$ cat src/rtl/csat_enum_ctrl_if.sv
// Host/netlist side bundle of csat_enum_ctrl: search control, netlist drive/sense and results.
interface csat_enum_ctrl_if #(
    parameter int unsigned N_VARS = 7
);
    logic              start;
    logic              abort;
    logic              sat_in;
    logic [N_VARS-1:0] assign_out;
    logic              busy;
    logic              done;
    logic              found;
    logic [N_VARS-1:0] model;
    logic [N_VARS:0]   sol_count;

    modport master (
        output start, abort, sat_in,
        input  assign_out, busy, done, found, model, sol_count
    );

    modport slave (
        input  start, abort, sat_in,
        output assign_out, busy, done, found, model, sol_count
    );
endinterface

$ cat src/rtl/csat_enum_ctrl.sv
// Exhaustive-search circuit-SAT controller: sweeps candidates, samples sat_in after a settle window.
// Optional macro CSAT_COUNT_ALL_EN: sweep the full space and count every satisfying candidate.
module csat_enum_ctrl #(
    parameter int unsigned N_VARS = 7,
    parameter int unsigned SETTLE = 1
) (
    input logic             clk,
    input logic             rst_n,
    csat_enum_ctrl_if.slave bus
);
    localparam int unsigned   CW        = (SETTLE > 0) ? $clog2(SETTLE + 1) : 1;
    localparam logic [CW-1:0] SETTLE_LD = CW'(SETTLE);

    typedef enum logic [1:0] {
        IDLE,
        RUN,
        FIN
    } state_t;

    state_t            state, state_n;
    logic [N_VARS-1:0] asg, asg_n;
    logic [CW-1:0]     cnt, cnt_n;
    logic              fnd, fnd_n;
    logic [N_VARS-1:0] mdl, mdl_n;
    logic [N_VARS:0]   sol, sol_n;

`ifdef CSAT_COUNT_ALL_EN
    localparam logic [N_VARS:0] SOL_MAX = {1'b1, {N_VARS{1'b0}}};
`endif

    always_comb begin
        state_n = state;
        asg_n   = asg;
        cnt_n   = cnt;
        fnd_n   = fnd;
        mdl_n   = mdl;
        sol_n   = sol;
        unique case (state)
            IDLE: begin
                if (bus.start) begin
                    state_n = RUN;
                    asg_n   = '0;
                    cnt_n   = SETTLE_LD;
                    fnd_n   = 1'b0;
                    mdl_n   = '0;
                    sol_n   = '0;
                end
            end
            RUN: begin
                // Abort outranks a sat_in sample taken in the same cycle.
                if (bus.abort) begin
                    state_n = IDLE;
                    fnd_n   = 1'b0;
                    mdl_n   = '0;
                    sol_n   = '0;
                end else if (cnt != '0) begin
                    cnt_n = cnt - 1'b1;
                end else begin
`ifdef CSAT_COUNT_ALL_EN
                    if (bus.sat_in) begin
                        if (sol == '0) begin
                            mdl_n = asg;
                        end
                        if (sol != SOL_MAX) begin
                            sol_n = sol + 1'b1;
                        end
                        fnd_n = 1'b1;
                    end
                    if (asg == '1) begin
                        state_n = FIN;
                    end else begin
                        asg_n = asg + 1'b1;
                        cnt_n = SETTLE_LD;
                    end
`else
                    if (bus.sat_in) begin
                        state_n = FIN;
                        mdl_n   = asg;
                        fnd_n   = 1'b1;
                        sol_n   = {{N_VARS{1'b0}}, 1'b1};
                    end else if (asg == '1) begin
                        state_n = FIN;
                    end else begin
                        asg_n = asg + 1'b1;
                        cnt_n = SETTLE_LD;
                    end
`endif
                end
            end
            FIN: begin
                state_n = IDLE;
            end
            default: begin
                state_n = IDLE;
            end
        endcase
    end

    always_ff @(posedge clk) begin
        if (!rst_n) begin
            state <= IDLE;
            asg   <= '0;
            cnt   <= '0;
            fnd   <= 1'b0;
            mdl   <= '0;
            sol   <= '0;
        end else begin
            state <= state_n;
            asg   <= asg_n;
            cnt   <= cnt_n;
            fnd   <= fnd_n;
            mdl   <= mdl_n;
            sol   <= sol_n;
        end
    end

    assign bus.assign_out = asg;
    assign bus.busy       = (state == RUN);
    assign bus.done       = (state == FIN);
    assign bus.found      = fnd;
    assign bus.model      = mdl;
    assign bus.sol_count  = sol;
endmodule

$ cat src/flat_wrapper.sv
// flat-port wrapper written by rule: the top's interface ports become plain ports
module csat_enum_ctrl_flat 
#(
    parameter int unsigned N_VARS = 7,
    parameter int unsigned SETTLE = 1
)
  (clk, rst_n, bus_start, bus_abort, bus_sat_in, bus_assign_out, bus_busy, bus_done, bus_found, bus_model, bus_sol_count);
  csat_enum_ctrl_if #(.N_VARS(N_VARS)) bus_i ();
  input logic clk;
  input logic rst_n;
  input wire logic [$bits(bus_i.start)-1:0] bus_start;
  input wire logic [$bits(bus_i.abort)-1:0] bus_abort;
  input wire logic [$bits(bus_i.sat_in)-1:0] bus_sat_in;
  output wire logic [$bits(bus_i.assign_out)-1:0] bus_assign_out;
  output wire logic [$bits(bus_i.busy)-1:0] bus_busy;
  output wire logic [$bits(bus_i.done)-1:0] bus_done;
  output wire logic [$bits(bus_i.found)-1:0] bus_found;
  output wire logic [$bits(bus_i.model)-1:0] bus_model;
  output wire logic [$bits(bus_i.sol_count)-1:0] bus_sol_count;
  assign bus_i.start = bus_start;
  assign bus_i.abort = bus_abort;
  assign bus_i.sat_in = bus_sat_in;
  assign bus_assign_out = bus_i.assign_out;
  assign bus_busy = bus_i.busy;
  assign bus_done = bus_i.done;
  assign bus_found = bus_i.found;
  assign bus_model = bus_i.model;
  assign bus_sol_count = bus_i.sol_count;
  csat_enum_ctrl #(.N_VARS(N_VARS), .SETTLE(SETTLE)) u_core (.clk(clk), .rst_n(rst_n), .bus(bus_i));
endmodule
$ cat config.mk
export PLATFORM = sky130hd
export DESIGN_NAME = csat_enum_ctrl_flat
export DESIGN_NICKNAME = d
export VERILOG_FILES = /design/src/rtl/csat_enum_ctrl_if.sv /design/src/rtl/csat_enum_ctrl.sv /design/src/flat_wrapper.sv
export SDC_FILE = /design/constraint.sdc
export NUM_CORES = 1
export LEC_CHECK = 0
export CORE_UTILIZATION = 26
export CTS_CLUSTER_SIZE = 30
export DETAILED_ROUTE_END_ITERATION = 10
export GPL_TIMING_DRIVEN = 0
export PLACE_DENSITY = 0.56
export SETUP_SLACK_MARGIN = 0.4
export SYNTH_ARGS = -nofsm -noshare
export SYNTH_HDL_FRONTEND = slang
export SYNTH_SLANG_ARGS = --single-unit
$ cat constraint.sdc
create_clock -name clk -period 2.6 [get_ports clk]
set_clock_uncertainty 0.1 [all_clocks]
set_input_delay 0.39 -clock clk [delete_from_list [all_inputs] [get_ports clk]]
set_output_delay 0.39 -clock clk [all_outputs]
set_load 0.02 [all_outputs]
==> flow_metrics.env, run 1 <==
export IMPL_status="finished, final reports clean"
export IMPL_slew_headroom=0.402
export IMPL_cp_cell_sequence="or3b_4 -> or3_1 -> buf_4 -> or4_1 -> a31oi_1"
export IMPL_peakVddDrop_mv=0.149
export IMPL_die_area_um2=3570
export IMPL_required_ns=2.73
export IMPL_grt_setup_unrepaired="no"
export IMPL_grt_pass1_vias=861
export IMPL_drive_gt1_frac=0.113
export IMPL_htreeDepth=1
export IMPL_vias=881
export IMPL_antenna_found_initial=0
export IMPL_syn_area_um2=868
export IMPL_final_core_util=0.388
export IMPL_via_per_inst=4.98
export IMPL_synth_largest_area_cell="dfxtp_1"
export IMPL_nFillCells=355
export IMPL_io_pins=30
export IMPL_ys_warn_count=0
export IMPL_crit_type="flop to flop"
export IMPL_p_seq_frac=0.539
export IMPL_numCtsBuffers=3
export IMPL_synthCells=101
export IMPL_syn_avg_cell_area_um2=8.60
export IMPL_yosysMostFrequentCell="dfxtp_1"
export IMPL_async_flop_share=0
export IMPL_clk_path_buf_depth=2
export IMPL_hpwlAfterDp_mm=1.59
export IMPL_synth_seq_area_share=0.415
export IMPL_endpoint_kind="flop"
export IMPL_grt_pass1_wl_mm=3.68
export IMPL_p_sw_mw=0.136
export IMPL_drtAntennaViolNets=0
export IMPL_p_int_mw=0.391
export IMPL_min_delay_path_class="flop to flop"
export IMPL_fin_crit_sh=0.791
export IMPL_grt_usage=0.138
export IMPL_slowest_stage="or4_1"
export IMPL_slew_viol_final=0
export IMPL_cp_data_arrival_time_ns=2.19
export IMPL_gp_congestion=0.849
export IMPL_placementRows=20
export IMPL_cp_max_fo=10
export IMPL_clk_pin_slew_worst_paths_ns=0.11
export IMPL_fmax_mhz=486
export IMPL_insertion_delay_ns=0.29
export IMPL_p_clk_frac=0.329
export IMPL_drt_iter0_markers=36
export IMPL_fp_dieH_um=59.8
export IMPL_overflow=0
export IMPL_hold_viol_final=0
export IMPL_synth_edf_count=0
export IMPL_multi_input_area_um2=447
export IMPL_initial_core_util=0.280
export IMPL_power_density_nw_per_um2=438
export IMPL_cap_violations=0
export IMPL_cts_tree="built"
export IMPL_placed_cell_area_um2=1170
export IMPL_combPwrFrac=0.132
export IMPL_synth_common_cells="dfxtp_1, nor2_1, buf_4, a32oi_1"
export IMPL_fin_area_um2=1200
export IMPL_crit_path_start_kind="flop"
export IMPL_area_delta_synth_final_pct=38.5
export IMPL_setup_viol=0
export IMPL_io_buffers=22
export IMPL_synth_seq_cells=18
export IMPL_path_delay_family="simple AND/OR/NAND/NOR gates"
export IMPL_routed_wl_mm=2.15
export IMPL_clkSinkCount=18
export IMPL_cpPeakStageDelay_ns=0.49
export IMPL_synthTopCellsByArea="dfxtp_1, a32oi_1, buf_4"
export IMPL_cts_setup_buffers=0
export IMPL_n_antenna_cell=0
export IMPL_final_nets=140
export IMPL_synthFlopType="dfxtp_1"
export IMPL_cp_num_buf_inv=1
export IMPL_die_x_um=59.8
export IMPL_wl_per_cell_um=12.1
export IMPL_fin_setup_tns_ns=0
export IMPL_grt_max_degree=11
export IMPL_p_sw_frac=0.257
export IMPL_synth_top_area_frac=0.415
export IMPL_power_mw=0.527
export IMPL_cts_root_buf="clkbuf_4"
export IMPL_drc=0
export IMPL_fin_crit_ns=2.06
export IMPL_tightestPinTransition_ns=0.890
export IMPL_core_area_um2=3100
export IMPL_yosysUniqueCellTypes=31
export IMPL_regArea_um2=360
export IMPL_drtPass1Iterations=4
export IMPL_leakage_nw=0.449
-- cell usage in the layout, fill, tap and decap left out, types with 4 or more instances in the layout --
| cell type | count |
|---|---|
| or4_1 | 4 |
| nand2_1 | 6 |
| nand3_1 | 5 |
| clkdlybuf4s50_1 | 20 |
| buf_4 | 9 |
| dfxtp_1 | 18 |
| nor2_1 | 12 |
| a32oi_1 | 7 |
| a31oi_1 | 5 |
| conb_1 | 7 |
| o211ai_1 | 6 |
-- tightest hold or removal path, delay by kind of cell, from the launching register on --
| kind | cells | cell delay, ns |
|---|---|---|
| AO/OA/AOI/OAI | 1 | 0.09 |
| flip-flops | 1 | 0.35 |
| AND/OR/NAND/NOR | 1 | 0.07 |
-- repair_timing --
action	CTS	global route
endpoints found under the setup margin	3	0
gates resized for setup	3	0
hold buffers	0	0
-- power groups by stage --
| stage | Clock [mW] | Combinational [mW] | Sequential, mW |
|---|---|---|---|
| 4_1_cts | 0.179 | 0.0690 | 0.284 |
| 6_report | 0.173 | 0.0696 | 0.284 |
| 3_5_place_dp | 0 | 0.0703 | 0.291 |
| 3_3_place_gp | 0 | 0.0695 | 0.290 |
| 5_1_grt | 0.197 | 0.0757 | 0.285 |
| 2_1_floorplan | 0 | 0.0471 | 0.290 |
-- layout make-up --
type,instances,share of cell area
Multi-Input combinational cell,75,0.371
Sequential cell,18,0.300
Timing Repair Buffer,22,0.181
Buffer,11,0.0624
Tap cell,44,0.0458
Clock buffer,4,0.0302
Inverter,3,0.00937
-- layer usage --
layer | global-route usage | vias up | share of wire
li1 | - | 433 | -
met1 | 0.162 | 409 | 0.47
met2 | 0.233 | 33 | 0.47
met3 | 0.0260 | 6 | 0.045
met4 | 0.0797 | 0 | 0.021
met5 | 0 | - | 0
-- flip-flops by register name (all words and copies together) (netlist names) --
name / flops
u_core.bus.model: 7
u_core.state: 2
u_core.bus.sol_count: 1
u_core.cnt: 1
u_core.bus.assign_out: 7
-- path summary, 6_finish.rpt --
kind	startpoint	end	slack, ns	cells past startpoint
max reg2reg	u_core.state[0]	u_core.bus.assign_out[5]	0.54	5
max	u_core.state[0]	u_core.bus.assign_out[5]	0.54	5
min reg2reg	u_core.bus.model[1]	u_core.bus.model[1]	0.44	2
min	u_core.bus.model[1]	u_core.bus.model[1]	0.44	2
-- stage by stage --
stage | hold WS, ns | std cells | setup slack, ns
after floorplan | 0.404 | 107 | 0.577
after global placement | 0.399 | 173 | 0.0318
after detailed placement | 0.413 | 173 | 0.0506
after CTS | 0.442 | 177 | 0.542
after global routing | 0.466 | 177 | 0.426
final | 0.437 | 177 | 0.544
-- logic make-up (layout without fill, tap and decap cells) --
family / count (synthesis) / after routing / share of synthesized area
AO/OA/AOI/OAI: 27 / 27 / 0.225
adder cells (fa/ha/maj): 1 / 1 / 0.0144
buffers and inverters: 14 / 40 / 0.0965
flip-flops: 18 / 18 / 0.415
other: 1 / 7 / 0.00432
AND/OR/NAND/NOR: 40 / 40 / 0.245
(Power assumes the default switching activity.)
==> inputs of run 2 (changes only) <==
--- a/config.mk
+++ b/config.mk
@@ -9,7 +9,7 @@
 export CTS_CLUSTER_SIZE = 30
 export DETAILED_ROUTE_END_ITERATION = 10
 export GPL_TIMING_DRIVEN = 0
-export PLACE_DENSITY = 0.56
+export PLACE_DENSITY = 0.58
 export SETUP_SLACK_MARGIN = 0.4
 export SYNTH_ARGS = -nofsm -noshare
 export SYNTH_HDL_FRONTEND = slang
==> constraint.sdc (replaced) <==
create_clock -name clk -period 1.8 [get_ports clk]
set_clock_uncertainty 0.1 [all_clocks]
set_input_delay 0.27 -clock clk [delete_from_list [all_inputs] [get_ports clk]]
set_output_delay 0.27 -clock clk [all_outputs]
set_load 0.02 [all_outputs]
==> flow_metrics.env, run 2 (synthesized netlist as in run 1, its figures left out) <==
export IMPL_status="complete, but fails checks"
export IMPL_violations="negative setup slack"
export IMPL_cap_violations=0
export IMPL_die_area_um2=3570
export IMPL_layout_commonest_cell="buf_4"
export IMPL_n_antenna_cell=0
export IMPL_fin_setup_tns_ns=-0.660
export IMPL_cts_tree="built"
export IMPL_grt_max_degree=11
export IMPL_wl_per_cell_um=13.2
export IMPL_vias=907
export IMPL_placementRows=20
export IMPL_power_mw=0.810
export IMPL_cp_max_fo=7
export IMPL_via_per_inst=4.80
export IMPL_final_nets=152
export IMPL_initial_core_util=0.280
export IMPL_clkSinkCount=18
export IMPL_placed_cells=173
export IMPL_nFillCells=311
export IMPL_final_cell_mix="buf_4, nor2_1, dfxtp_1"
export IMPL_io_pins=30
export IMPL_area_delta_synth_final_pct=66.0
export IMPL_grt_pass1_vias=827
export IMPL_peakVddDrop_mv=0.406
export IMPL_routed_wl_met2_mm=1.17
export IMPL_post_place_ws_ns=-0.614
export IMPL_min_delay_path_class="flop to flop"
export IMPL_clk_path_buf_depth=2
export IMPL_slew_viol_final=0
export IMPL_clk_pin_slew_worst_paths_ns=0.10
export IMPL_final_core_util=0.465
export IMPL_die_x_um=59.8
export IMPL_wl_met1_mm=1.17
export IMPL_drive_gt1_frac=0.434
export IMPL_regArea_um2=380
export IMPL_fin_crit_sh=1.08
export IMPL_fin_crit_ns=1.94
export IMPL_leakage_nw=0.585
export IMPL_grt_pass1_wl_mm=3.75
export IMPL_drt_iter0_markers=12
export IMPL_multi_input_area_um2=559
export IMPL_grt_usage=0.141
export IMPL_dr_max_layer_used="met4"
export IMPL_endpoint_kind="flop"
export IMPL_cts_hold_buf=0
export IMPL_routed_wl_mm=2.49
export IMPL_required_ns=1.92
export IMPL_instances_no_fill=189
export IMPL_htreeDepth=1
export IMPL_drtAntennaViolNets=0
export IMPL_setup_viol=6
export IMPL_crit_type="flop to flop"
export IMPL_insertion_delay_ns=0.30
export IMPL_route_met3_wl_um=139
export IMPL_hold_viol_final=0
export IMPL_final_setup_worst_slack_ns=-0.144
export IMPL_cp_data_arrival_time_ns=2.07
export IMPL_antenna_found_initial=0
export IMPL_numCtsBuffers=3
export IMPL_drc=0
export IMPL_cts_root_buf="clkbuf_4"
export IMPL_io_buffers=22
export IMPL_fp_dieH_um=59.8
export IMPL_hpwlAfterDp_mm=1.65
export IMPL_overflow=0
export IMPL_drtPass1Iterations=4
export IMPL_core_area_um2=3100
export IMPL_power_density_nw_per_um2=562
export IMPL_crit_path_start_kind="flop"
export IMPL_fmax_mhz=514
export IMPL_gp_congestion=0.850
export IMPL_grt_setup_unrepaired="yes"
run 2: changes by cell type in the layout (fill, tap and decap cells not counted), sizes merged:
cell / delta
clkdlybuf4s50: -18
buf: +15
clkdlybuf4s15: +7
dlygate4sd2: +4
clkbuf: +3
dlymetal6s2s: +1
run 2: path summary, 6_finish.rpt:
kind / start / end / slack [ns] / cells after the start
hold reg to reg: u_core.bus.assign_out[6] / u_core.bus.assign_out[6] / 0.41 / 2
hold / removal: u_core.bus.assign_out[6] / u_core.bus.assign_out[6] / 0.41 / 2
setup reg to reg: u_core.state[1] / u_core.bus.assign_out[3] / -0.14 / 5
setup / recovery: u_core.state[1] / u_core.bus.assign_out[3] / -0.14 / 5
run 2: repair_timing:
action	CTS	global route
setup buffers	6	6
cloned	0	0
resized for setup	52	30
pin swaps	9	12
setup endpoints to repair	36	30
run 2: routing by layer:
metal  vias up  global-route usage
met5         -                   0
met4         0              0.0631
met3         2              0.0455
met2        25               0.221
met1       423               0.175
li1        457                   -
run 2: area by class of cell:
cell class                      count  area share
Multi-Input combinational cell     75       0.388
Tap cell                           44      0.0382
Inverter                            3     0.00955
Buffer                             11      0.0582
Sequential cell                    18       0.264
Timing Repair Buffer               34       0.217
Clock buffer                        4      0.0252
run 2: worst max-delay path, stage by stage, from the launching register on:
cell and delay (ns):
dfxtp_2 0.34, or3b_4 0.40, or3_4 0.34, buf_6 0.14, or4_1 0.40, a31oi_1 0.16
run 2: through the flow:
| step | area, µm² | hold slack (ns) |
|---|---|---|
| 6_report | 1440 | 0.412 |
| 5_1_grt | 1440 | 0.433 |
| 4_1_cts | 1320 | 0.343 |
| 3_5_place_dp | 1210 | 0.404 |
| 3_3_place_gp | 1210 | 0.395 |
| 2_1_floorplan | 933 | 0.284 |
run 2: where the power goes:
group | total (mW) | internal [mW] | switching, mW
clock | 0.251 | 0.123 | 0.128
sequential | 0.410 | 0.400 | 0.0101
combinational | 0.149 | 0.0671 | 0.0816
total | 0.810 | 0.591 | 0.219
==> inputs of run 3 (changes only) <==
--- a/config.mk
+++ b/config.mk
@@ -11,6 +11,7 @@
 export GPL_TIMING_DRIVEN = 0
 export PLACE_DENSITY = 0.58
 export SETUP_SLACK_MARGIN = 0.4
+export SKIP_LAST_GASP = 1
 export SYNTH_ARGS = -nofsm -noshare
 export SYNTH_HDL_FRONTEND = slang
 export SYNTH_SLANG_ARGS = --single-unit
==> flow_metrics.env, run 3 (synthesized netlist as in run 1, its figures left out) <==
export IMPL_clk_path_buf_depth=2
export IMPL_crit_path_start_kind="flop"
export IMPL_area_delta_synth_final_pct=54.6
export IMPL_fin_crit_ns=1.95
export IMPL_cp_data_arrival_time_ns=2.08
export IMPL_clk_pin_slew_worst_paths_ns=0.10
export IMPL_hold_viol_final=0
export IMPL_cts_root_buf="clkbuf_4"
export IMPL_cp_max_fo=7
export IMPL_placed_cell_area_um2=1210
export IMPL_slew_viol_final=0
export IMPL_grt_max_degree=11
export IMPL_hpwlAfterDp_mm=1.65
export IMPL_final_cell_mix="buf_4, nor2_1, dfxtp_1"
export IMPL_combPwrFrac=0.160
export IMPL_gp_congestion=0.850
export IMPL_p_clk_frac=0.320
export IMPL_p_int_mw=0.577
export IMPL_instances_no_fill=186
export IMPL_grt_pass1_vias=827
export IMPL_violations="negative setup slack"
export IMPL_vias=900
export IMPL_insertion_delay_ns=0.30
export IMPL_min_delay_path_class="primary input to flop"
export IMPL_cp_num_buf_inv=1
export IMPL_htreeDepth=1
export IMPL_final_nets=149
export IMPL_fin_setup_tns_ns=-1.28
export IMPL_fp_dieH_um=59.8
export IMPL_path_delay_family="simple AND/OR/NAND/NOR gates"
export IMPL_placed_cells=173
export IMPL_fin_area_um2=1340
export IMPL_io_buffers=22
export IMPL_core_area_um2=3100
export IMPL_required_ns=1.92
export IMPL_peakVddDrop_mv=0.400
export IMPL_grt_setup_unrepaired="yes"
export IMPL_setup_viol=15
export IMPL_n_antenna_cell=0
export IMPL_final_setup_worst_slack_ns=-0.152
export IMPL_slew_headroom=0.359
export IMPL_hold_ws_ns=0.357
export IMPL_fmax_mhz=512
export IMPL_drt_iter0_markers=16
export IMPL_p_sw_mw=0.209
export IMPL_cpPeakStageDelay_ns=0.40
export IMPL_io_pins=30
export IMPL_p_sw_frac=0.266
export IMPL_grt_pass1_wl_mm=3.75
export IMPL_cts_tree="built"
export IMPL_grt_usage=0.141
export IMPL_die_area_um2=3570
export IMPL_placementRows=20
export IMPL_slowest_stage="or4_1"
export IMPL_antenna_found_initial=0
export IMPL_numCtsBuffers=3
export IMPL_drtPass1Iterations=4
export IMPL_cts_hold_buf=0
export IMPL_status="complete, but fails checks"
export IMPL_post_place_ws_ns=-0.614
export IMPL_tightestPinTransition_ns=0.954
export IMPL_leakage_nw=0.549
export IMPL_power_mw=0.786
export IMPL_endpoint_kind="flop"
export IMPL_cp_cell_sequence="or3b_4 -> or3_4 -> buf_6 -> or4_1 -> a31oi_1"
export IMPL_cap_violations=0
export IMPL_drc=0
export IMPL_crit_type="flop to flop"
export IMPL_via_per_inst=4.84
export IMPL_die_x_um=59.8
export IMPL_wl_per_cell_um=12.8
export IMPL_overflow=0
export IMPL_p_seq_frac=0.520
export IMPL_drtAntennaViolNets=0
export IMPL_initial_core_util=0.280
export IMPL_power_density_nw_per_um2=585
export IMPL_fin_crit_sh=1.08
export IMPL_layout_commonest_cell="buf_4"
export IMPL_routed_wl_mm=2.37
export IMPL_clkSinkCount=18
export IMPL_final_core_util=0.433
export IMPL_drive_gt1_frac=0.373
## run 3: power groups by stage
stage	sequential [mW]	clock, mW	combinational [mW]
2_1_floorplan	0.418	0	0.0690
3_3_place_gp	0.417	0	0.103
3_5_place_dp	0.418	0	0.104
4_1_cts	0.409	0.257	0.115
5_1_grt	0.409	0.276	0.134
6_report	0.409	0.251	0.125
## run 3: layer usage
layer | track usage | part of all wire
met3 | 0.0455 | 0.059
met1 | 0.175 | 0.47
met2 | 0.221 | 0.45
met4 | 0.0631 | 0.015
met5 | 0 | 0
## run 3: repair_timing
action,in CTS,in global routing
gates resized for setup,46,19
pin swaps,9,8
endpoints found under the hold margin,0,0
setup endpoints to repair,36,30
buffers inserted,6,3
## run 3: path summary, 6_finish.rpt
path / startpoint / cells past startpoint / slack (ns) / end
setup / recovery: u_core.state[0] / 5 / -0.15 / u_core.bus.assign_out[3]
hold / removal: bus_abort / 4 / 0.36 / u_core.state[0]
setup reg to reg: u_core.state[0] / 5 / -0.15 / u_core.bus.assign_out[3]
hold reg to reg: u_core.bus.assign_out[0] / 2 / 0.42 / u_core.bus.assign_out[0]
## run 3: final cells by class
type                       instances  area [µm²]
fill                             323        1760
inverter                           3        11.3
sequential                        18         379
buffer                            11        82.6
clock buffer                       4        36.3
timing repair buffer              31         262
tap                               44        55.1
multi-input combinational         75         517
## run 3: worst register-to-register path, stage by stage (launching register included)
cell	delay (ns)
dfxtp_2	0.35
or3b_4	0.39
or3_4	0.34
buf_6	0.14
or4_1	0.40
a31oi_1	0.16
